[config.mk]
export PLATFORM = sky130hd
export DESIGN_NAME = inst_fetch_flat
export DESIGN_NICKNAME = d
export VERILOG_FILES = /design/src/rtl/inst_fetch_if.sv /design/src/rtl/inst_fetch.sv /design/src/flat_wrapper.sv
export SDC_FILE = /design/constraint.sdc
export NUM_CORES = 1
export LEC_CHECK = 0
export ABC_AREA = 1
export BUFFER_PORTS_ARGS = -buffer_cell sky130_fd_sc_hd__buf_2
export CORE_MARGIN = 1.5
export CORE_UTILIZATION = 51
export DETAILED_ROUTE_END_ITERATION = 10
export HOLD_SLACK_MARGIN = 0.06
export PLACE_DENSITY = 0.76
export RECOVER_POWER = 100
export SETUP_SLACK_MARGIN = 0.2
export SYNTH_ARGS = -nofsm -noshare
export SYNTH_HDL_FRONTEND = slang
export SYNTH_SLANG_ARGS = --single-unit
[constraint.sdc]
create_clock -name clk -period 2.9 [get_ports clk]
set_input_delay 0.29 -clock clk [delete_from_list [all_inputs] [get_ports clk]]
set_output_delay 0.29 -clock clk [all_outputs]
set_load 0.01 [all_outputs]
[src/rtl/inst_fetch_if.sv]
// Byte-wide program memory port between the fetch unit and its memory.
interface inst_fetch_if #(
  parameter int ADDR_W = 6
);
  logic [ADDR_W-1:0] mem_addr;
  logic              mem_rd;
  logic [7:0]        mem_data;

  modport master (output mem_addr, output mem_rd, input mem_data);
  modport slave  (input mem_addr, input mem_rd, output mem_data);
endinterface

[src/rtl/inst_fetch.sv]
// Instruction fetch: assembles a big-endian 32-bit word from four byte reads
// of program memory and holds it valid until the requested address changes.
//
// state | meaning
// IDLE  | out of reset; latch add_i as base on next edge
// FETCH | issue byte read base+cnt, capture byte cnt-1 returning this cycle
// DRAIN | no read issued; capture last byte
// VALID | word assembled and presented; watch add_i for a new address
module inst_fetch #(
  parameter int          ADDR_W   = 6,
  parameter logic [31:0] NOP_INST = 32'h0000_0000
) (
  input  logic              clk,
  input  logic              rst_master_n,
  input  logic [ADDR_W-1:0] add_i,
  inst_fetch_if.master      mem,
  output logic [31:0]       inst,
  output logic              inst_valid,
  output logic              stall
);

  typedef enum logic [1:0] {IDLE, FETCH, DRAIN, VALID} state_t;

  state_t            state, state_next;
  logic [ADDR_W-1:0] base, base_next;
  logic [1:0]        cnt, cnt_next;
  logic [31:0]       asm_q, asm_next;

  always_ff @(posedge clk or negedge rst_master_n) begin
    if (!rst_master_n) begin
      state <= IDLE;
      base  <= '0;
      cnt   <= '0;
      asm_q <= '0;
    end else begin
      state <= state_next;
      base  <= base_next;
      cnt   <= cnt_next;
      asm_q <= asm_next;
    end
  end

  always_comb begin
    state_next = state;
    base_next  = base;
    cnt_next   = cnt;
    asm_next   = asm_q;
    case (state)
      IDLE: begin
        base_next  = add_i;
        cnt_next   = '0;
        asm_next   = '0;
        state_next = FETCH;
      end
      FETCH: begin
        if (add_i != base) begin
          base_next  = add_i;
          cnt_next   = '0;
          asm_next   = '0;
          state_next = FETCH;
        end else begin
          // byte for the previous request arrives now; cnt==0 has none
          case (cnt)
            2'd1:    asm_next[31:24] = mem.mem_data;
            2'd2:    asm_next[23:16] = mem.mem_data;
            2'd3:    asm_next[15:8]  = mem.mem_data;
            default: asm_next        = asm_q;
          endcase
          if (cnt == 2'd3) begin
            state_next = DRAIN;
          end else begin
            cnt_next = cnt + 2'd1;
          end
        end
      end
      DRAIN: begin
        if (add_i != base) begin
          base_next  = add_i;
          cnt_next   = '0;
          asm_next   = '0;
          state_next = FETCH;
        end else begin
          asm_next[7:0] = mem.mem_data;
          cnt_next      = '0;
          state_next    = VALID;
        end
      end
      VALID: begin
        if (add_i != base) begin
          base_next  = add_i;
          cnt_next   = '0;
          asm_next   = '0;
          state_next = FETCH;
        end
      end
      default: state_next = IDLE;
    endcase
  end

  always_comb begin
    mem.mem_rd   = (state == FETCH);
    mem.mem_addr = (state == FETCH) ? base + ADDR_W'(cnt) : base;
    inst_valid   = (state == VALID);
    stall        = ~inst_valid;
    inst         = inst_valid ? asm_q : NOP_INST;
  end

endmodule

[src/flat_wrapper.sv]
// flat-port wrapper written by rule: the top's interface ports become plain ports
module inst_fetch_flat 
#(
  parameter int          ADDR_W   = 6,
  parameter logic [31:0] NOP_INST = 32'h0000_0000
)
  (clk, rst_master_n, add_i, inst, inst_valid, stall, mem_mem_addr, mem_mem_rd, mem_mem_data);
  inst_fetch_if #(.ADDR_W(ADDR_W)) mem_i ();
  input  logic clk;
  input  logic rst_master_n;
  input  logic [ADDR_W-1:0] add_i;
  output logic [31:0] inst;
  output logic inst_valid;
  output logic stall;
  output wire logic [$bits(mem_i.mem_addr)-1:0] mem_mem_addr;
  output wire logic [$bits(mem_i.mem_rd)-1:0] mem_mem_rd;
  input wire logic [$bits(mem_i.mem_data)-1:0] mem_mem_data;
  assign mem_mem_addr = mem_i.mem_addr;
  assign mem_mem_rd = mem_i.mem_rd;
  assign mem_i.mem_data = mem_mem_data;
  inst_fetch #(.ADDR_W(ADDR_W), .NOP_INST(NOP_INST)) u_core (.clk(clk), .rst_master_n(rst_master_n), .add_i(add_i), .mem(mem_i), .inst(inst), .inst_valid(inst_valid), .stall(stall));
endmodule
==> impl_metrics.toml, run 1 <==
[synth]
ys_warn_count = 0
ys_top_cells_by_area = "dfrtp_1 40%, nand2_1 17%, inv_1 9.1%"
synth_ff_type = "dfrtp_1"
synth_top_area_cell = "dfrtp_1"
synth_nets = 381
synth.ff_latch_count = 42
ys_types = 27
syn_inst = 354
synth_edf_count = 0
avgSynthCellArea_sq_um = 7.461
yosysTopAreaCellShare = 0.3979
synth-seq-area-share = 0.3979
async_reset_ff_frac = 1.000
netlist_area_sq_um = 2641
yosysMostFrequentCell = "nand2_1"
synth_common_cells = "123 x nand2_1, 64 x inv_1, 42 x dfrtp_1"

[worst_setup_path]
rr_startpoint = "u_core.state[1]"
crit_top_cell = "inv_1"
reg2reg_depth = 6
critPathCapture = "mem_mem_addr[4]"
rr_endpoint = "u_core.cnt[0]"
crit_arrival_ns = 2.24
critPathRequiredTime_ns = 2.61
critPathBufInv = 3
r2r_slack_ns = 0.83
cp_top_family = "simple AND/OR/NAND/NOR gates"
crit_start = "u_core.state[1]"
crit_type = "reg -> out"
crit_chain = "inv_1 -> ha_1 -> inv_1 -> or2_2 -> nor3_1 -> xor2_1 -> clkbuf_1"
startpoint_type = "flop"
critPathSlowestCell = "dfrtp_1"
crit_cells = 7
end_kind = "output pin"
cp_max_fo = 10
cpPeakStageDelay_ns = 0.42

[place]
placedCellCount = 462
finalWeightedCongestion = 0.7785
placed_cell_area_sq_um = 2923
dp_hpwl_mm = 3.872
port-buffer-count = 56

[clock_tree]
numClockSinks = 42
clock-root-buffer = "clkbuf_8"
cts.hold.buffers_added = 0
cts_tree = "done"
ctsHtreeMaxLevel = 2
cts_buffers = 5
insertion_delay_ns = 0.30
clockBufferDepth = 2
path_clk_slew_ns = 0.09

[finish]
insertedDiodeCount = 0
drive_above_1_share = 0.09000
area_delta_synth_final_pct = 9.000
nNetsFinal = 426
fill_cells = 510
layout.cells.non_filler = 470
stdcell_area_sq_um = 2879

[timing]
max_freq_mhz = 396.0
hold-worst-slack_ns = 0.1261
worst_pin_slew_ns = 2.216
rsz0062_at_grt = "no"
hold_violations = 0
setup_violations = 0
relSlewSlack = -0.4776
fin_crit_ns = 2.525
timing.final.crit_share = 0.8707
maxSlewViolCount = 43
setup_tns_ns = 0
fin_skew_ns = 0.01005

[grt]
grt_use_met1 = 0.3036
antenna_found_initial = 0
use_met2 = 0.3068
grt_pass1_wl_mm = 8.797
grt_pass1_vias = 1924
grt_busiest_layer = "met2"
met3_usage = 0.03882
track_usage = 0.2058
overflow = 0
grt_max_degree = 43

[pwr]
pwr-share-seq = 0.494
powerDensity_nw_per_um2 = 437.5
ir_drop_uv = 277.2
p_sw_mw = 0.4164
p_leak_nw = 1.762
power_frac_comb = 0.201
internal_power_mw = 0.8432
sw_frac_of_total = 0.3306
clkPwrFrac = 0.305

[die]
start_util = 0.5238
dieArea_sq_um = 5620
die_x_um = 74.97
io_pins = 57
die_y_um = 74.97
core_sq_um = 5042
rows = 26

[outcome]
violations = "capacitance limit, slew limit"
status = "finished, violations left"

[detailed_routing]
drt_iter0_drc = 168
routed_wl_mm = 5.440
vias_per_cell = 4.728
routedWlPerCell_um = 11.57
ant_nets = 0
firstDrtPassIters = 4
via_count = 2222
post-route-drc-count = 0

[hold_path]
hold_class = "in -> reg"

[flow_run]
maxCapViolCount = 1
-- flip-flops by register name, summed over array words and instances (netlist names) --
| signal | count |
|---|---|
| u_core.asm_q | 32 |
| u_core.base | 6 |
| u_core.cnt | 2 |
| u_core.state | 2 |
-- kinds of logic (layout without fill, tap and decap cells) --
family,count (synthesis),after routing,synth area share
AOI/OAI and AO/OA,13,13,0.02605
xor gates and xnor gates,5,5,0.01658
adders and majority gates,11,11,0.05495
buffers and inverters,88,134,0.1336
DFF,42,42,0.3979
and+or+nand+nor,195,195,0.3709
-- placed cells by master (no fill, tap or decap), drive strengths merged, types with 10 or more instances in the layout --
cell type / n
nand2: 128
inv: 69
clkbuf: 53
dfrtp: 42
nand3: 36
nand4: 12
nor3: 10
ha: 10
buf: 10
o21ai: 10
-- cell type report --
cell class	instances	area (sq um)	share of cell area
inverter	69	259.0	0.08996
multi-input combinational	224	1167	0.4055
timing repair buffer	57	227.7	0.07910
clock buffer	6	72.57	0.02521
tap	70	87.58	0.03042
clock inverter	2	13.76	0.004781
sequential	42	1051	0.3651
-- worst min-delay path by stage --
stage                 startpoint         endpoint  slack [ns]  cells past startpoint
global placement        add_i[3]   u_core.base[3]        0.42                      1
floorplan           rst_master_n  u_core.asm_q[0]      -0.006                      0
finish                  add_i[4]   u_core.base[4]        0.13                      1
global route            add_i[4]   u_core.base[4]        0.12                      1
detailed placement      add_i[4]   u_core.base[4]        0.43                      1
CTS                     add_i[4]   u_core.base[4]        0.11                      1
-- timing repair --
item                                    in CTS  in global routing
endpoints found under the setup margin       0                  1
gates resized for setup                      0                  1
setup buffers                                0                  0
-- power by group through the flow --
stage | registers [mW] | logic [mW] | clock network (mW)
after floorplan | 0.630 | 0.228 | 0
after detailed placement | 0.633 | 0.301 | 0
after global placement | 0.633 | 0.294 | 0
after global routing | 0.625 | 0.284 | 0.417
after CTS | 0.622 | 0.304 | 0.395
final | 0.622 | 0.253 | 0.384
-- per-layer routing --
metal,wire length [um],up-vias
met5,0,-
met1,2635,1009
li1,-,1156
met3,233,5
met4,60,0
met2,2511,52
-- stage by stage --
| step | worst slack, ns | total power, mW | util |
|---|---|---|---|
| floorplan | 0.9076 | 0.8574 | - |
| global placement | 0.7966 | 0.9270 | 0.5797 |
| detailed placement | 0.7051 | 0.9342 | 0.5797 |
| CTS | 0.3678 | 1.320 | 0.5968 |
| global route | 0.1637 | 1.326 | 0.5710 |
| finish | 0.3749 | 1.260 | 0.5710 |
Note: power is estimated with default switching activity, not from simulation.
==> run 2: changes to the inputs <==
==> constraint.sdc (replaced) <==
create_clock -name clk -period 3.3 [get_ports clk]
set_input_delay 0.33 -clock clk [delete_from_list [all_inputs] [get_ports clk]]
set_output_delay 0.33 -clock clk [all_outputs]
set_load 0.01 [all_outputs]
==> impl_metrics.toml, run 2 (same netlist as run 1, synthesis figures left out) <==
[outcome]
status = "finished, violations left"
violations = "capacitance limit, slew limit"

[worst_setup_path]
end_kind = "output pin"
crit_arrival_ns = 2.48
crit_top_cell = "clkbuf_1"
startpoint_type = "flop"
critPathCapture = "inst[14]"
critPathBufInv = 3
critPathSlowestCell = "clkbuf_1"
cp_top_family = "buffers and inverters"
crit_chain = "ha_1 -> clkbuf_1 -> nand2_1 -> inv_1 -> clkbuf_1"
cpPeakStageDelay_ns = 0.95
crit_start = "u_core.state[0]"
crit_cells = 5
rr_endpoint = "u_core.asm_q[3]"
r2r_slack_ns = 0.78
critPathRequiredTime_ns = 2.97
cp_max_fo = 30
rr_startpoint = "u_core.base[3]"
reg2reg_depth = 7
crit_type = "reg -> out"

[timing]
setup_violations = 0
setup_tns_ns = 0
max_freq_mhz = 356.3
hold-worst-slack_ns = 0.1756
fin_skew_ns = 0.005859
relSlewSlack = -0.5101
rsz0062_at_grt = "no"
hold_violations = 0
maxSlewViolCount = 43
timing.final.crit_share = 0.8505
worst_pin_slew_ns = 2.265
worst_slack_ns = 0.4932
fin_crit_ns = 2.807

[detailed_routing]
vias_per_cell = 4.713
firstDrtPassIters = 4
via_count = 2215
ant_nets = 0
routedWlPerCell_um = 11.67
post-route-drc-count = 0
routed_wl_mm = 5.484
drt_iter0_drc = 148

[place]
port-buffer-count = 56
placed_cell_area_sq_um = 2923
place_ws_ns = 1.094
finalWeightedCongestion = 0.7986
dp_hpwl_mm = 4.018
placedCellCount = 462

[clock_tree]
cts_setup_buffers = 0
cts_resized = 0
clock-root-buffer = "clkbuf_8"
clockBufferDepth = 2
ctsHtreeMaxLevel = 2
cts_buffers = 5
path_clk_slew_ns = 0.08
cts.hold.buffers_added = 0
insertion_delay_ns = 0.29
cts_tree = "done"
numClockSinks = 42

[finish]
largest_register_ffs = 32
stdcell_area_sq_um = 2875
layout_common_cells = "124 x nand2_1, 66 x inv_1, 47 x clkbuf_1"
area_delta_synth_final_pct = 8.858
top_regs = "u_core.asm_q: 32 flops, u_core.base: 6 flops"
final_common_cell = "nand2_1"
layout.cells.non_filler = 470
drive_above_1_share = 0.08500
regMostFlops = "u_core.asm_q"
nNetsFinal = 426
insertedDiodeCount = 0

[grt]
track_usage = 0.2121
grt_max_degree = 43
overflow = 0
grt_pass1_vias = 2021
antenna_found_initial = 0
grt_pass1_wl_mm = 9.101

[die]
core_sq_um = 5042
die_y_um = 74.97
start_util = 0.5238
die_x_um = 74.97
rows = 26
io_pins = 57
dieArea_sq_um = 5620

[pwr]
p_leak_nw = 1.768
ir_drop_uv = 250.4
powerDensity_nw_per_um2 = 379.9

[flow_run]
maxCapViolCount = 1

[hold_path]
hold_class = "in -> reg"
run 2: cell count changes in the layout (fill, tap and decap cells not counted):
cell	delta
buf_2	+1
a21oi_1	+1
inv_2	-1
o21ai_1	+2
inv_1	+1
o21ai_0	-2
clkbuf_2	-1
a21oi_2	-1
run 2: worst min path at each step:
stage          slack, ns               to  cells past startpoint          from
2_1_floorplan       0.03  u_core.asm_q[0]                      0  rst_master_n
3_3_place_gp        0.46   u_core.base[2]                      1      add_i[2]
3_5_place_dp        0.47   u_core.base[5]                      1      add_i[5]
4_1_cts             0.16   u_core.base[5]                      1      add_i[5]
5_1_grt             0.16   u_core.base[4]                      1      add_i[4]
6_report            0.18   u_core.base[4]                      1      add_i[4]
run 2: power by group:
part | internal [mW] | switching, mW | total, mW | leakage [nW]
sequential | 0.530 | 0.0159 | 0.546 | 0.568
combinational | 0.0592 | 0.157 | 0.217 | 1.15
clock | 0.149 | 0.180 | 0.330 | 0.0452
total | 0.739 | 0.353 | 1.09 | 1.77
run 2: layout make-up:
class / count / area, sq um
Clock buffer: 6 / 72.57
Clock inverter: 2 / 13.76
Fill cell: 513 / 2167
Inverter: 69 / 259.0
Multi-Input combinational cell: 224 / 1164
Sequential cell: 42 / 1051
Tap cell: 70 / 87.58
Timing Repair Buffer: 57 / 227.7
run 2: through the flow:
| stage | utilization | total power, mW |
|---|---|---|
| global placement | 0.5797 | 0.8140 |
| global route | 0.5702 | 1.154 |
| finish | 0.5702 | 1.092 |
| floorplan | - | 0.7534 |
| detailed placement | 0.5797 | 0.8205 |
| CTS | 0.5968 | 1.152 |
run 2: worst register-to-register path, stage by stage, from the launching register on:
cell and delay [ns]:
dfrtp_1 0.39, inv_1 0.09, nand2_1 0.06, nand2_1 0.12, nor2_8 0.27, nand3_4 0.20
a21oi_1 1.00, o21ai_0 0.23
run 2: routing by layer:
layer	GRT usage	routed length [um]	vias to the layer above
met5	0	0	-
met2	0.3422	2574	44
met4	0.04242	42	0
met3	0.04150	204	5
met1	0.2996	2662	1007
li1	-	-	1159
